--- config.mk ---
export PLATFORM = sky130hd
export DESIGN_NAME = iterative_divider
export DESIGN_NICKNAME = d
export VERILOG_FILES = /design/src/rtl/iterative_divider.sv
export SDC_FILE = /design/constraint.sdc
export NUM_CORES = 1
export LEC_CHECK = 0
export BUFFER_PORTS_ARGS = -buffer_cell sky130_fd_sc_hd__buf_2
export CAP_MARGIN = 20
export CORE_MARGIN = 3
export CORE_UTILIZATION = 45
export DETAILED_ROUTE_END_ITERATION = 7
export PLACE_DENSITY = 0.7
export SLEW_MARGIN = 20
export SYNTH_ARGS = -nofsm -noshare
export SYNTH_HDL_FRONTEND = slang
export SYNTH_SLANG_ARGS = --single-unit
export TNS_END_PERCENT = 30
--- constraint.sdc ---
create_clock -name clk -period 6.4 [get_ports clk]
set_input_delay 0.32 -clock clk [delete_from_list [all_inputs] [get_ports clk]]
set_output_delay 0.32 -clock clk [all_outputs]
set_load 0.005 [all_outputs]
--- src/rtl/iterative_divider.sv ---
// Restoring shift-subtract unsigned divider: one quotient bit per clock, done N+1 cycles after start (1 cycle on divide-by-zero).
// A start is accepted only in IDLE; start while busy or during the done pulse is ignored, and results hold until the next done.
module iterative_divider #(
   parameter int N = 32
) (
   input  logic         clk,
   input  logic         rst,
   input  logic         start,
   input  logic [N-1:0] A,
   input  logic [N-1:0] B,
   output logic [N-1:0] quotient,
   output logic [N-1:0] remainder,
   output logic [3:0]   flags,
   output logic         busy,
   output logic         done
);

   localparam int CW = $clog2(N);

   typedef enum logic [1:0] {IDLE, CALC, DONE} state_t;

   state_t         state, state_nxt;
   // The partial remainder never reaches B, so its top bit is always zero and is not stored.
   logic [N-1:0]   r, r_nxt;
   logic [N-1:0]   q, q_nxt;
   logic [N-1:0]   b_reg;
   logic [CW-1:0]  cnt;
   logic [N:0]     s, d;
   logic           load_start, load_res, res_ovf;
   logic [N-1:0]   res_q, res_r;

   always_ff @(posedge clk) begin
      if (!rst) state <= IDLE;
      else      state <= state_nxt;
   end

   always_comb begin
      s = {r, q[N-1]};
      d = s - {1'b0, b_reg};
      if (!d[N]) begin
         r_nxt = d[N-1:0];
         q_nxt = {q[N-2:0], 1'b1};
      end else begin
         r_nxt = s[N-1:0];
         q_nxt = {q[N-2:0], 1'b0};
      end
   end

   always_comb begin
      state_nxt  = state;
      load_start = 1'b0;
      load_res   = 1'b0;
      res_q      = q_nxt;
      res_r      = r_nxt;
      res_ovf    = 1'b0;
      busy       = 1'b0;
      done       = 1'b0;
      case (state)
         IDLE: begin
            if (start) begin
               if (B == '0) begin
                  state_nxt = DONE;
                  load_res  = 1'b1;
                  res_q     = '1;
                  res_r     = A;
                  res_ovf   = 1'b1;
               end else begin
                  state_nxt  = CALC;
                  load_start = 1'b1;
               end
            end
         end
         CALC: begin
            busy = 1'b1;
            if (cnt == '0) begin
               state_nxt = DONE;
               load_res  = 1'b1;
            end
         end
         DONE: begin
            done      = 1'b1;
            state_nxt = IDLE;
         end
         default: state_nxt = IDLE;
      endcase
   end

   always_ff @(posedge clk) begin
      if (!rst) begin
         r         <= '0;
         q         <= '0;
         b_reg     <= '0;
         cnt       <= '0;
         quotient  <= '0;
         remainder <= '0;
         flags     <= '0;
      end else begin
         if (load_start) begin
            r     <= '0;
            q     <= A;
            b_reg <= B;
            cnt   <= CW'(N - 1);
         end else if (state == CALC) begin
            r   <= r_nxt;
            q   <= q_nxt;
            cnt <= cnt - CW'(1);
         end
         if (load_res) begin
            quotient  <= res_q;
            remainder <= res_r;
            flags     <= {res_q[N-1], res_q == '0, 1'b0, res_ovf};
         end
      end
   end

endmodule

==> results_dict.tcl, run 1 <==
set metrics [dict create \
    netlist_area_mm2 0.00872 \
    clock.fmax_mhz 285 \
    worst_hold_path_type "primary input to flop" \
    min_period_ns 3.51 \
    vias 8264 \
    synth_edf_count 0 \
    p_per_area_mw_per_mm2 322 \
    wl_met1_um 12300 \
    hold_end "b_reg[30]" \
    h-tree-depth 4 \
    clock_skew_ns 0.0109 \
    seq_area_frac_synth_pct 38.8 \
    grt_pass1_wl_um 40200 \
    whs_ns 0.142 \
    initial_core_util_pct 46.2 \
    final_util_pct 53.2 \
    clockBufferDepth 2 \
    setup_viol 0 \
    highest_layer "met4" \
    drive_gt1_share_pct 17.1 \
    finalMaxSlewViolations 0 \
    reg2reg_from "q[31]" \
    antenna_left 0 \
    grt_max_degree 91 \
    grt_usage_pct 22.8 \
    worst_slew_pin_slew_ns 1.01 \
    dieArea_mm2 0.0211 \
    synthToLayoutAreaGrowth_pct 15.2 \
    hold_buffers 0 \
    ys.flop_type "dfxtp_1" \
    tns_ns 0 \
    wl_per_cell_um 16.9 \
    whs_path_depth 3 \
    synth_nets 1196 \
    yosysTopAreaCell "dfxtp_1" \
    die_height_um 145 \
    antennaDiodeCount 0 \
    postCtsSetupBuffers 0 \
    drt_iter0_markers 697 \
    wl_met3_um 1770 \
    clk_pin_slew_worst_paths_ns 0.07 \
    fp-row-count 50 \
    cp_cell_sequence "inv_1 > ha_1 > fa_1 > nand2b_1 > a21oi_1 > o211ai_1 > a21boi_4 > o21ai_2 > o21ai_4 > xnor2_4 > buf_4 > mux2i_1 > o22ai_1" \
    p_leak_nw 4.02 \
    worstPathMaxFanout 36 \
    hp-start "B[30]" \
    clk_latency_ns 0.42 \
    ioPinCount 137 \
    antenna_found_initial 0 \
    outcome "completed" \
    crit_start "q[31]" \
    hold_viol 0 \
    root_buffer "clkbuf_16" \
    synth_top_cells_by_area "dfxtp_1 39%, a21oi_1 8.5%, nand2_1 5.9%" \
    r2r_end "remainder[11]" \
    maxCapViolations 0 \
    layout_setup_ws_ns 2.89 \
    netlist_instances 1095 \
    dp_hpwl_um 17700 \
    yosysWarnings 0 \
    clock-sinks 169 \
    synth_top_area_share_pct 38.8 \
    cts-resized-gates 0 \
    nets 1282 \
    cp-end-kind "flop" \
    path_class "flop to flop" \
    grt_pass1_vias 7480 \
    routed_wl_um 24600 \
    ir_worst_vdd_v 0.000165 \
    syn_area_per_cell_um2 7.97 \
    fp.dieW_um 145 \
    r2r.worst_path.cells 13 \
    ys_ff_latch 169 \
    first_pass_iters 5 \
    cp_data_required_time_ns 6.67 \
    synth_cell_type_count 68 \
    cp_top_family "compound AO/OA/AOI/OAI gates" \
    critical-path-slowest-cell "buf_4" \
    cpPeakStageDelay_ns 0.45 \
    core_mm2 0.0189 \
    rsz0062_at_grt "no" \
    io_buffers 135 \
    gp_congestion 0.910 \
    grt_overflow 0 \
    vias_per_cell 5.68 \
    cts_buffers 17 \
    cp.arrival_ns 3.78 \
    dpl_worst_slack_ns 2.92 \
    period_share_pct 54.9 \
    cts_tree "built" \
    startpoint_type "flop" \
    wl_met2_um 10300 \
    worst-path-buf-inv 2 \
    drcViolationCount 0 \
    synthArstFlopShare_pct 0 \
    relSlewSlack_pct 32.5 \
    rrSetupSlack_ns 2.89 \
]
area by class of cell:
class,instances,area [µm²]
clock inverter,15,119
sequential,169,3380
tap,260,325
inverter,44,165
clock buffer,17,425
fill,1840,8840
multi-input combinational,801,4860
timing repair buffer,148,773
worst max-delay path by stage:
stage	endpoint	slack, ns	cells past startpoint
2_1_floorplan	remainder[14]	3.47	13
3_3_place_gp	r[24]	3.02	13
3_5_place_dp	remainder[11]	2.92	13
4_1_cts	remainder[11]	2.89	13
5_1_grt	remainder[13]	2.69	13
6_report	remainder[11]	2.89	13
power by group:
group / leakage [nW] / switching, mW / internal [mW] / total (mW)
combinational: 2.37 / 0.665 / 0.414 / 1.08
clock: 0.268 / 0.453 / 0.504 / 0.957
sequential: 1.38 / 0.0688 / 1.13 / 1.20
total: 4.02 / 1.19 / 2.05 / 3.24
cells by family after synthesis:
| family | share of synthesized area, % |
|---|---|
| AO/OA/AOI/OAI | 26.6 |
| AND/OR/NAND/NOR | 17.9 |
| flip-flops | 38.8 |
| XOR/XNOR | 3.51 |
| other | 0.0430 |
| multiplexers | 2.42 |
| buffers and inverters | 5.79 |
| adder cells (fa/ha/maj) | 4.96 |
metal layers:
layer,up-vias,GRT usage (%)
met1,3805,35.6
met2,307,32.5
met5,-,0
li1,4134,-
met4,0,4.70
met3,18,4.12
per-stage QoR:
stage	total power, mW	cells	cell area, µm²
global placement	2.27	1422	9510
CTS	3.24	1454	10100
detailed placement	2.28	1422	9510
global route	3.42	1454	10100
finish	3.24	1454	10100
floorplan	2.02	1095	8720
synth_stat cells (2+ instances only):
cell type,instances
dfxtp_1,169
buf_2,8
xnor2_1,21
a21o_1,8
ha_1,33
o211ai_1,9
clkbuf_1,56
mux2i_1,20
o221ai_1,9
or3_1,2
and2_1,3
inv_1,42
nor3b_1,2
nand4_1,22
or4_1,3
nor3_1,26
o2111ai_1,2
a31oi_1,6
and4_1,2
o22ai_1,18
nor2_1,68
xor2_1,9
o21a_1,5
or2_2,4
nand2_1,136
a22oi_1,60
buf_6,2
buf_4,3
nor2b_1,5
o31ai_1,3
a21oi_1,149
a211oi_1,7
nand3_1,23
nor4_1,18
and2_0,3
and3_1,8
buf_1,12
a22o_1,5
o31a_1,2
o21ai_0,73
nand2b_1,8
o311ai_0,5
layout by cell type, fill, tap and decap left out, drive strengths merged, types with 3 or more instances in the layout:
cell type	count
ha	33
o31ai	3
mux2i	20
o221ai	10
o21a	5
or2	5
nand3	23
dfxtp	169
a211oi	7
nand2b	8
a22oi	60
or4	4
a22o	5
nand2	136
and3	8
nor3	26
nor2b	5
nor2	68
a21o	8
a21oi	150
nand4	22
clkinv	8
o211ai	9
a31oi	6
o22ai	18
inv	49
xnor2	23
nor4	18
o311ai	6
and2	6
xor2	9
o21ai	75
buf	148
clkbuf	17
worst register-to-register path, delay by kind of cell (launching register included):
| family | cells | cell delay [ns] |
|---|---|---|
| flip-flops | 1 | 0.38 |
| buffers and inverters | 2 | 0.51 |
| adder cells (fa/ha/maj) | 2 | 0.61 |
| AO/OA/AOI/OAI | 6 | 1.18 |
| multiplexers | 1 | 0.37 |
| XOR/XNOR | 1 | 0.15 |
| AND/OR/NAND/NOR | 1 | 0.18 |
No activity file was read; power rests on OpenSTA's default activity.
==> run 2: changes to the inputs <==
clock period = 3.65 ns   (was 6.4 ns; I/O delays follow)
==> results_dict.tcl, run 2 (same netlist as run 1, synthesis figures left out) <==
set metrics [dict create \
    outcome "completed" \
    cts_tree "built" \
    core_mm2 0.0189 \
    worstPathMaxFanout 25 \
    hold_end "b_reg[22]" \
    grt_overflow 0 \
    die_height_um 145 \
    root_buffer "clkbuf_16" \
    final_util_pct 54.8 \
    whs_path_depth 3 \
    fp.dieW_um 145 \
    rsz0062_at_grt "yes" \
    final_cells 1483 \
    clock.fmax_mhz 284 \
    synthToLayoutAreaGrowth_pct 18.7 \
    vias_per_cell 5.69 \
    drcViolationCount 0 \
    period_share_pct 96.6 \
    initial_core_util_pct 46.2 \
    antenna_left 0 \
    final_common_cell "dfxtp_1" \
    antennaDiodeCount 0 \
    fp-row-count 50 \
    min_period_ns 3.53 \
    path_class "flop to flop" \
    p_per_area_mw_per_mm2 570 \
    wl_per_cell_um 16.9 \
    hold_viol 0 \
    clock_skew_ns 0.0104 \
    setup_viol 0 \
    final_cell_mix "169 x dfxtp_1, 149 x a21oi_1, 136 x nand2_1" \
    clk_latency_ns 0.43 \
    routed_wl_um 25100 \
    drive_gt1_share_pct 17.8 \
    cpPeakStageDelay_ns 0.53 \
    worst_slew_pin_slew_ns 0.909 \
    nets 1311 \
    highest_layer "met4" \
    crit_start "q[31]" \
    worst-path-buf-inv 2 \
    power.total_mw 5.91 \
    startpoint_type "flop" \
    postPlaceCellArea_mm2 0.00962 \
    finalMaxSlewViolations 0 \
    antenna_found_initial 0 \
    drt_iter0_markers 791 \
    reg2reg_from "q[31]" \
    clk_pin_slew_worst_paths_ns 0.07 \
    relSlewSlack_pct 39.4 \
    p_leak_nw 4.17 \
    critical-path-slowest-cell "or4_1" \
    first_pass_iters 5 \
    dp.cells 1437 \
    cts_buffers 17 \
    cp_cell_sequence "inv_1 > ha_1 > fa_1 > nand2b_1 > a21oi_1 > o211ai_1 > a21boi_4 > o21ai_2 > o21ai_4 > buf_4 > xnor2_4 > or4_1 > o311ai_1" \
    dp_hpwl_um 17700 \
    grt_pass1_vias 7664 \
    maxCapViolations 0 \
    dieArea_mm2 0.0211 \
    worst_hold_path_type "primary input to flop" \
    grt_usage_pct 23.0 \
    grt_pass1_wl_um 40600 \
    ir_worst_vdd_v 0.000355 \
    vias 8435 \
    r2r.worst_path.cells 13 \
    gp_congestion 0.954 \
    wl_met3_um 1710 \
    cp_top_family "compound AO/OA/AOI/OAI gates" \
    ioPinCount 137 \
    clockBufferDepth 2 \
    wl_met2_um 10500 \
    rrSetupSlack_ns 0.12 \
    cp_data_required_time_ns 3.99 \
    io_buffers 135 \
    grt_max_degree 90 \
    fin_area_mm2 0.0104 \
    cp-end-kind "flop" \
    h-tree-depth 4 \
    hp-start "B[22]" \
    clock-sinks 169 \
    wl_met1_um 12500 \
    cp.arrival_ns 3.86 \
    r2r_end "r[0]" \
]
run 2: cell count changes in the layout (fill, tap and decap cells not counted), sizes merged, moves of 2 or more:
cell	before	now
buf	148	163
dlygate4sd3	0	13
clkinv	8	4
clkbuf	17	19
inv	49	51
run 2: routing by layer:
metal  vias to the layer above  track usage [%]
li1                       4201                -
met1                      3867             34.7
met2                       334             33.4
met3                        33             4.78
met4                         0             5.89
met5                         -                0
run 2: what timing repair did:
| action | CTS | global route |
|---|---|---|
| hold buffers | 13 | 0 |
| setup endpoints to repair | 0 | 44 |
| endpoints found under the hold margin | 13 | 0 |
| resized for setup | 0 | 2 |
| buffers inserted | 0 | 0 |
run 2: tightest hold or removal path, cell delays in order:
cell,delay [ns]
buf_2,0.11
nand2_1,0.05
a21oi_1,0.05
run 2: layout make-up:
type / count / area (µm²)
tap: 260 / 325
multi-input combinational: 802 / 4900
sequential: 169 / 3380
fill: 1836 / 8540
clock inverter: 13 / 135
inverter: 44 / 165
clock buffer: 19 / 433
timing repair buffer: 176 / 1020
run 2: where the power goes:
group          internal, mW  leakage, nW  switching [mW]  total [mW]
Combinational         0.800         2.51            1.23        2.03
Sequential             1.98         1.38           0.115        2.10
Clock                 0.962        0.277           0.814        1.78
Total                  3.75         4.17            2.16        5.91
run 2: worst max path at each step:
stage	to	slack, ns	depth (start not counted)
after CTS	remainder[3]	0.14	13
after global placement	remainder[31]	0.18	14
final	r[0]	0.12	13
after detailed placement	remainder[31]	0.14	14
after global routing	r[0]	-0.03	13
after floorplan	remainder[14]	0.72	13
run 2: per-stage QoR:
stage	setup WS [ns]	setup TNS (ns)	hold slack, ns
after floorplan	0.718	0	0.318
after global placement	0.183	0	0.441
after detailed placement	0.144	0	0.442
after CTS	0.140	0	0.00196
after global routing	-0.0316	-0.0710	0.0103
final	0.124	0	0.00688
